`config.mk`:
```
export PLATFORM = sky130hd
export DESIGN_NAME = axis_burst_packer
export DESIGN_NICKNAME = d
export VERILOG_FILES = /design/src/rtl/burst_packer_pkg.sv /design/src/rtl/burst_packer_fifo.sv /design/src/rtl/axis_burst_packer.sv
export SDC_FILE = /design/constraint.sdc
export NUM_CORES = 2
export LEC_CHECK = 0
export CORE_MARGIN = 5
export CORE_UTILIZATION = 65
export CTS_BUF_LIST = sky130_fd_sc_hd__clkbuf_16
export DETAILED_ROUTE_END_ITERATION = 6
export PLACE_DENSITY = 0.81
export SLEW_MARGIN = 10
export SYNTH_ARGS = -nofsm -noshare
export SYNTH_HDL_FRONTEND = slang
export SYNTH_SLANG_ARGS = --single-unit
```
`constraint.sdc`:
```
create_clock -name aclk -period 9.6 [get_ports aclk]
set_input_delay 1.92 -clock aclk [delete_from_list [all_inputs] [get_ports aclk]]
set_output_delay 1.92 -clock aclk [all_outputs]
set_load 0.05 [all_outputs]
```
`src/rtl/burst_packer_pkg.sv`:
```
// Shared types and width helpers for the AXI-Stream burst packer.
// Imported by burst_packer_fifo and axis_burst_packer.
package burst_packer_pkg;

    typedef enum logic [1:0] {
        IDLE,
        LOAD,
        SEND,
        PAD
    } state_e;

    function automatic int clog2(input int v);
        int r;
        r = 0;
        for (int i = 0; i < 32; i++) begin
            if ((1 << r) < v) r++;
        end
        return r;
    endfunction

    function automatic int lvl_w(input int depth);
        return clog2(depth) + 1;
    endfunction

    function automatic int bcnt_w(input int len);
        return (len > 1) ? clog2(len) : 1;
    endfunction

    localparam int DEF_FIFO_DEPTH = 32;
    localparam int DEF_BURST_LEN  = 16;
    localparam int LVL_W  = lvl_w(DEF_FIFO_DEPTH);
    localparam int BCNT_W = bcnt_w(DEF_BURST_LEN);

endpackage

```
`src/rtl/burst_packer_fifo.sv`:
```
// Synchronous FIFO with a registered read port; rd_data updates
// the cycle after rd_en and holds otherwise.
module burst_packer_fifo
    import burst_packer_pkg::*;
#(
    parameter int DW    = 64,
    parameter int DEPTH = 32,
    localparam int AW   = clog2(DEPTH),
    localparam int LW   = AW + 1
) (
    input  logic          aclk,
    input  logic          areset,
    input  logic          wr_en,
    input  logic [DW-1:0] wr_data,
    input  logic          rd_en,
    output logic [DW-1:0] rd_data,
    output logic          full,
    output logic          empty,
    output logic [LW-1:0] level
);

    logic [DW-1:0] mem_q [DEPTH];
    logic [AW-1:0] wr_ptr_q;
    logic [AW-1:0] rd_ptr_q;
    logic [LW-1:0] level_q;
    logic [DW-1:0] rd_data_q;

    always_ff @(posedge aclk) begin
        if (wr_en) mem_q[wr_ptr_q] <= wr_data;
    end

    always_ff @(posedge aclk or posedge areset) begin
        if (areset) begin
            wr_ptr_q  <= '0;
            rd_ptr_q  <= '0;
            level_q   <= '0;
            rd_data_q <= '0;
        end else begin
            if (wr_en) wr_ptr_q <= wr_ptr_q + 1'b1;
            if (rd_en) begin
                rd_ptr_q  <= rd_ptr_q + 1'b1;
                rd_data_q <= mem_q[rd_ptr_q];
            end
            unique case ({wr_en, rd_en})
                2'b10:   level_q <= level_q + LW'(1);
                2'b01:   level_q <= level_q - LW'(1);
                default: level_q <= level_q;
            endcase
        end
    end

    assign rd_data = rd_data_q;
    assign level   = level_q;
    assign full    = (level_q == LW'(DEPTH));
    assign empty   = (level_q == '0);

endmodule

```
`src/rtl/axis_burst_packer.sv`:
```
// Releases an AXI-Stream in whole BURST_LEN bursts, padding frame tails.
// Define BURST_PACKER_BYTE_SWAP_EN to byte-reverse real output beats.
module axis_burst_packer
    import burst_packer_pkg::*;
#(
    parameter int DATA_WIDTH = 64,
    parameter int BURST_LEN  = 16,
    parameter int FIFO_DEPTH = 32,
    parameter logic [DATA_WIDTH-1:0] PAD_WORD = '0,
    localparam int LW = lvl_w(FIFO_DEPTH),
    localparam int BW = bcnt_w(BURST_LEN)
) (
    input  logic                  aclk,
    input  logic                  areset,
    input  logic [DATA_WIDTH-1:0] s_tdata,
    input  logic                  s_tvalid,
    input  logic                  s_tlast,
    output logic                  s_tready,
    output logic [DATA_WIDTH-1:0] m_tdata,
    output logic                  m_tvalid,
    output logic                  m_tlast,
    input  logic                  m_tready,
    output logic                  burst_done,
    output logic                  frame_done,
    output logic [7:0]            pad_cnt,
    output logic [LW-1:0]         level
);

    localparam logic [BW-1:0] LAST = BW'(BURST_LEN - 1);

    state_e          state_q, state_d;
    logic [BW-1:0]   bcnt_q, bcnt_d;
    logic [BW-1:0]   fcnt_q, fcnt_d;
    logic [BW-1:0]   rem_q, rem_d;
    logic [BW-1:0]   fnext;
    logic            closing_q, closing_d;
    logic            rdy_q;
    logic [7:0]      pad_q, pad_d;
    logic            push, rd_en, end_burst;
    logic            fifo_full, fifo_empty;
    logic [LW-1:0]   fifo_lvl;
    logic [DATA_WIDTH-1:0] rd_data, beat_data;

    burst_packer_fifo #(
        .DW    (DATA_WIDTH),
        .DEPTH (FIFO_DEPTH)
    ) u_fifo (
        .aclk    (aclk),
        .areset  (areset),
        .wr_en   (push),
        .wr_data (s_tdata),
        .rd_en   (rd_en),
        .rd_data (rd_data),
        .full    (fifo_full),
        .empty   (fifo_empty),
        .level   (fifo_lvl)
    );

`ifdef BURST_PACKER_BYTE_SWAP_EN
    always_comb begin
        beat_data = '0;
        for (int i = 0; i < DATA_WIDTH / 8; i++) begin
            beat_data[8*i +: 8] = rd_data[DATA_WIDTH-8-8*i +: 8];
        end
    end
`else
    assign beat_data = rd_data;
`endif

    // The prefetched beat in the read register still counts as buffered.
    assign level    = fifo_lvl + LW'(state_q == SEND);
    assign s_tready = rdy_q && !closing_q && !fifo_full
                      && (level != LW'(FIFO_DEPTH));
    assign push     = s_tvalid && s_tready;
    assign fnext    = (fcnt_q == LAST) ? '0 : fcnt_q + 1'b1;
    assign pad_cnt  = pad_q;

    always_comb begin
        state_d    = state_q;
        bcnt_d     = bcnt_q;
        fcnt_d     = fcnt_q;
        rem_d      = rem_q;
        closing_d  = closing_q;
        pad_d      = pad_q;
        rd_en      = 1'b0;
        end_burst  = 1'b0;
        m_tvalid   = 1'b0;
        m_tlast    = 1'b0;
        m_tdata    = '0;
        burst_done = 1'b0;
        frame_done = 1'b0;

        if (push) begin
            if (s_tlast) begin
                rem_d     = fnext;
                fcnt_d    = '0;
                closing_d = 1'b1;
            end else begin
                fcnt_d = fnext;
            end
        end

        unique case (state_q)
            IDLE: begin
                bcnt_d = '0;
                if (fifo_lvl >= LW'(BURST_LEN)) begin
                    state_d = LOAD;
                end else if (closing_q && !fifo_empty) begin
                    state_d = LOAD;
                end else if (closing_q) begin
                    closing_d  = 1'b0;
                    frame_done = 1'b1;
                    pad_d      = '0;
                end
            end
            LOAD: begin
                rd_en   = 1'b1;
                state_d = SEND;
            end
            SEND: begin
                m_tvalid = 1'b1;
                m_tdata  = beat_data;
                m_tlast  = (bcnt_q == LAST);
                if (m_tready) begin
                    if (bcnt_q == LAST) begin
                        end_burst = 1'b1;
                    end else begin
                        bcnt_d = bcnt_q + 1'b1;
                        if (!fifo_empty) rd_en = 1'b1;
                        else state_d = PAD;
                    end
                end
            end
            PAD: begin
                m_tvalid = 1'b1;
                m_tdata  = PAD_WORD;
                m_tlast  = (bcnt_q == LAST);
                if (m_tready) begin
                    if (bcnt_q == LAST) end_burst = 1'b1;
                    else bcnt_d = bcnt_q + 1'b1;
                end
            end
            default: state_d = IDLE;
        endcase

        // A closing frame ends when its last burst leaves nothing behind.
        if (end_burst) begin
            burst_done = 1'b1;
            state_d    = IDLE;
            if (closing_q && fifo_empty) begin
                frame_done = 1'b1;
                closing_d  = 1'b0;
                pad_d      = (rem_q == '0) ? 8'd0
                             : 8'(BURST_LEN - int'(rem_q));
            end
        end
    end

    always_ff @(posedge aclk or posedge areset) begin
        if (areset) begin
            state_q   <= IDLE;
            bcnt_q    <= '0;
            fcnt_q    <= '0;
            rem_q     <= '0;
            closing_q <= 1'b0;
            pad_q     <= '0;
            rdy_q     <= 1'b0;
        end else begin
            state_q   <= state_d;
            bcnt_q    <= bcnt_d;
            fcnt_q    <= fcnt_d;
            rem_q     <= rem_d;
            closing_q <= closing_d;
            pad_q     <= pad_d;
            rdy_q     <= 1'b1;
        end
    end

endmodule

```
==> summary.md <==
| Metric | Value |
|---|---|
| Status | finished, violations left |
| Failing checks | design-rule violations |
| H-tree Lvls | 4 |
| Core Region | 125,900 sq um |
| Hold_buf cts | 0 |
| Worst Path Max Fanout | 71 |
| First-pass GRT wire length | 307,900 microns |
| Starting Density | 65.59% |
| # setup viols final | 0 |
| WL final | 212,200 microns |
| Detailed Routing Iterations Pass 1 | 7 |
| Synth area leaders | edfxtp_1 (74%), mux4_2 (12%), dfrtp_1 (3.2%), mux2i_1 (1.6%), mux2_2 (1.1%) |
| Worst IR Drop VDD | 0.0002712 V |
| PwrDens | 281.3 nW/um^2 |
| Critical Path AT | 4.35 ns |
| Headroom to the max-slew limit | 10.21% |
| Worst-margin pin slew | 1.343 ns |
| CTS max path bufs | 3 |
| Endpoint class of the critical path | primary output |
| Final hold violations | 0 |
| DIE AREA | 134,300 sq um |
| I/O pins | 152 |
| Top FF cell, synth | edfxtp_1 |
| Initial DRC Count | 7,188 |
| Share of cells above drive strength 1 | 22.80% |
| Vias in the first global route | 44,202 |
| FP Rows | 130 |
| Commonest non-fill, non-tap cells in the layout | edfxtp_1 (2,048), mux4_2 (436), clkbuf_16 (206) |
| Chip Width | 366.4 microns |
| Setup bufs post-CTS | 0 |
| Mapped cell area | 82,580 sq um |
| ANT nets after route | 0 |
| Setup TNS Final | 0 ns |
| Unique masters post-synth | 60 |
| Nets | 4,176 |
| Syn-to-layout area delta | 12.00% |
| Seq cells post-synth | 2,152 |
| Clk sink count | 2,152 |
| Initial antenna violation count | 13 |
| Share of the synthesized area in the top cell type | 74.47% |
| Critical Path Source Type | flip-flop |
| Post-Syn Area per Cell | 21.37 sq um |
| Skew final | 0.03503 ns |
| Worst skew pair latency | 0.85 ns |
| Post-CTS Resized | 0 |
| Largest net degree at the start of global routing | 120 |
| Commonest non-fill, non-tap cell in the layout | edfxtp_1 |
| Routed WL per cell | 35.85 microns |
| FFs w/ async S/R, synth | 4.833% |
| Synth area leader | edfxtp_1 |
| Post-synth EDFFs | 2,048 |
| Total GRT Usage | 31.86% |
| Clock slew at reported path FFs | 0.06 ns |
| Mapped Cells | 3,864 |
| Sequential fraction of the synthesis area | 77.62% |
| Max Freq | 159.5 MHz |
| HPWL after DPL | 106,600 microns |
| CTS tree | built |
| Post-DR vias/cell | 7.293 |
| Req. time, crit path | 7.68 ns |
| Static leakage | 29.80 nW |
| Inst Count DP | 5,537 |
| Grt total ovfl | 0 |
| MaxCap Viol Count | 0 |
| Routability Congestion | 0.8032 |
| Tmin final | 6.271 ns |
| Final Non-Filler Cells | 5,919 |
| I/O Buffers | 151 |
| Drt drc | 2 |
| Final Hold Slack | 0.4873 ns |
| Ys Warns | 0 |
| Final slew viol count | 0 |
| RSZ-0062 raised after global routing | false |
| CP Class | flip-flop to primary output |
| Die height | 366.4 microns |
| Period Utilization, post-route | 65.32% |
| Syn_nets | 3,950 |
| Design Area, Final | 92,490 sq um |
| Vias | 43,165 |
| Worst Hold Class | flip-flop to flip-flop |
| Cts bufs inserted | 201 |
| Root Buffer | clkbuf_16 |
| Placed cell areas | 86,130 sq um |
synthesized netlist by cell type, types with 3 or more instances:
| cell type | count |
|---|---|
| a211oi_1 | 31 |
| a21o_1 | 3 |
| a21oi_1 | 91 |
| a22o_1 | 54 |
| a22oi_1 | 111 |
| a31oi_1 | 5 |
| and2_1 | 71 |
| and3_1 | 28 |
| and3b_1 | 3 |
| buf_1 | 13 |
| buf_2 | 90 |
| buf_4 | 21 |
| clkbuf_1 | 102 |
| dfrtp_1 | 104 |
| edfxtp_1 | 2048 |
| ha_1 | 17 |
| inv_1 | 18 |
| mux2_2 | 80 |
| mux2i_1 | 130 |
| mux4_2 | 436 |
| nand2_1 | 61 |
| nand2b_1 | 4 |
| nand3_1 | 60 |
| nand4_1 | 3 |
| nor2_1 | 49 |
| nor2b_1 | 12 |
| nor3_1 | 20 |
| nor3b_1 | 4 |
| o2111ai_1 | 11 |
| o21ai_0 | 21 |
| o221ai_1 | 33 |
| o22ai_1 | 54 |
| o31ai_1 | 14 |
| or2_2 | 3 |
| or3_1 | 3 |
| xnor2_1 | 15 |
| xor2_1 | 9 |
final timing paths:
path	from	end	slack [ns]	cells past startpoint
worst min register to register	pad_cnt[7]	pad_cnt[7]	0.49	1
min in group asynchronous	areset	u_fifo.wr_ptr_q[3]	1.64	2
worst min-delay path	pad_cnt[7]	pad_cnt[7]	0.49	1
max in group asynchronous	areset	u_fifo.rd_data[38]	6.62	3
worst max register to register	state_q[0]	u_fifo.mem_q[11][17]	4.74	11
worst max-delay path	state_q[0]	s_tready	3.33	10
registers in the layout, summed over array words and instances, names as in the netlist:
name             flops
pad_cnt              8
u_fifo.wr_ptr_q      5
u_fifo.level         6
rem_q                4
u_fifo.rd_ptr_q      5
rdy_q                1
closing_q            1
bcnt_q               4
fcnt_q               4
state_q              2
u_fifo.rd_data      64
u_fifo.mem_q      2048
per-stage QoR:
step	util (%)	total power [W]	worst slack, ns
2_1_floorplan	-	0.01589	3.569
3_3_place_gp	68.41	0.01800	3.446
3_5_place_dp	68.41	0.01813	3.406
4_1_cts	73.53	0.02598	3.220
5_1_grt	73.47	0.02690	3.007
6_report	73.47	0.02602	3.329
logic make-up (layout without fill, tap and decap cells):
group	count (synthesis)	in the layout	synth area share [%]
AO/OA/AOI/OAI	449	449	3.835
XOR/XNOR	24	24	0.2546
adder cells (fa/ha/maj)	17	17	0.2576
buffers and inverters	246	650	1.368
flip-flops	2152	2152	77.62
multiplexers	648	648	14.59
other	1	2	0.004541
AND/OR/NAND/NOR	327	327	2.064
routing by layer:
| layer | up-vias | wire length, microns | GRT usage [%] |
|---|---|---|---|
| met5 | - | 40 | 0 |
| li1 | 16646 | - | - |
| met2 | 3820 | 102000 | 50.00 |
| met4 | 6 | 8066 | 11.20 |
| met1 | 22115 | 72550 | 44.00 |
| met3 | 578 | 29480 | 9.227 |
layout make-up:
class | instances | area [sq um]
clock buffer | 206 | 5155
fill | 6615 | 33410
clock inverter | 175 | 1285
sequential | 2152 | 64120
multi-input combinational | 1466 | 17590
timing repair buffer | 251 | 2202
antenna | 1 | 2.502
inverter | 18 | 72.57
tap | 1650 | 2064
critical path: stages, from the launching register on:
cell             delay, ns
dfrtp_1               0.44
inv_1                 0.15
ha_4                  0.76
ha_1                  0.34
ha_1                  0.25
nor3_1                0.08
a31oi_1               0.18
a211o_1               0.26
nor2_1                0.07
nor2_1                0.17
clkdlybuf4s50_1       0.83
power breakdown:
group | switching (W) | internal, W | total (W)
registers | 0.000450 | 0.0105 | 0.0110
clock network | 0.00346 | 0.00435 | 0.00781
logic | 0.00432 | 0.00294 | 0.00726
total | 0.00823 | 0.0178 | 0.0260
No activity file was read; power rests on OpenSTA's default activity.
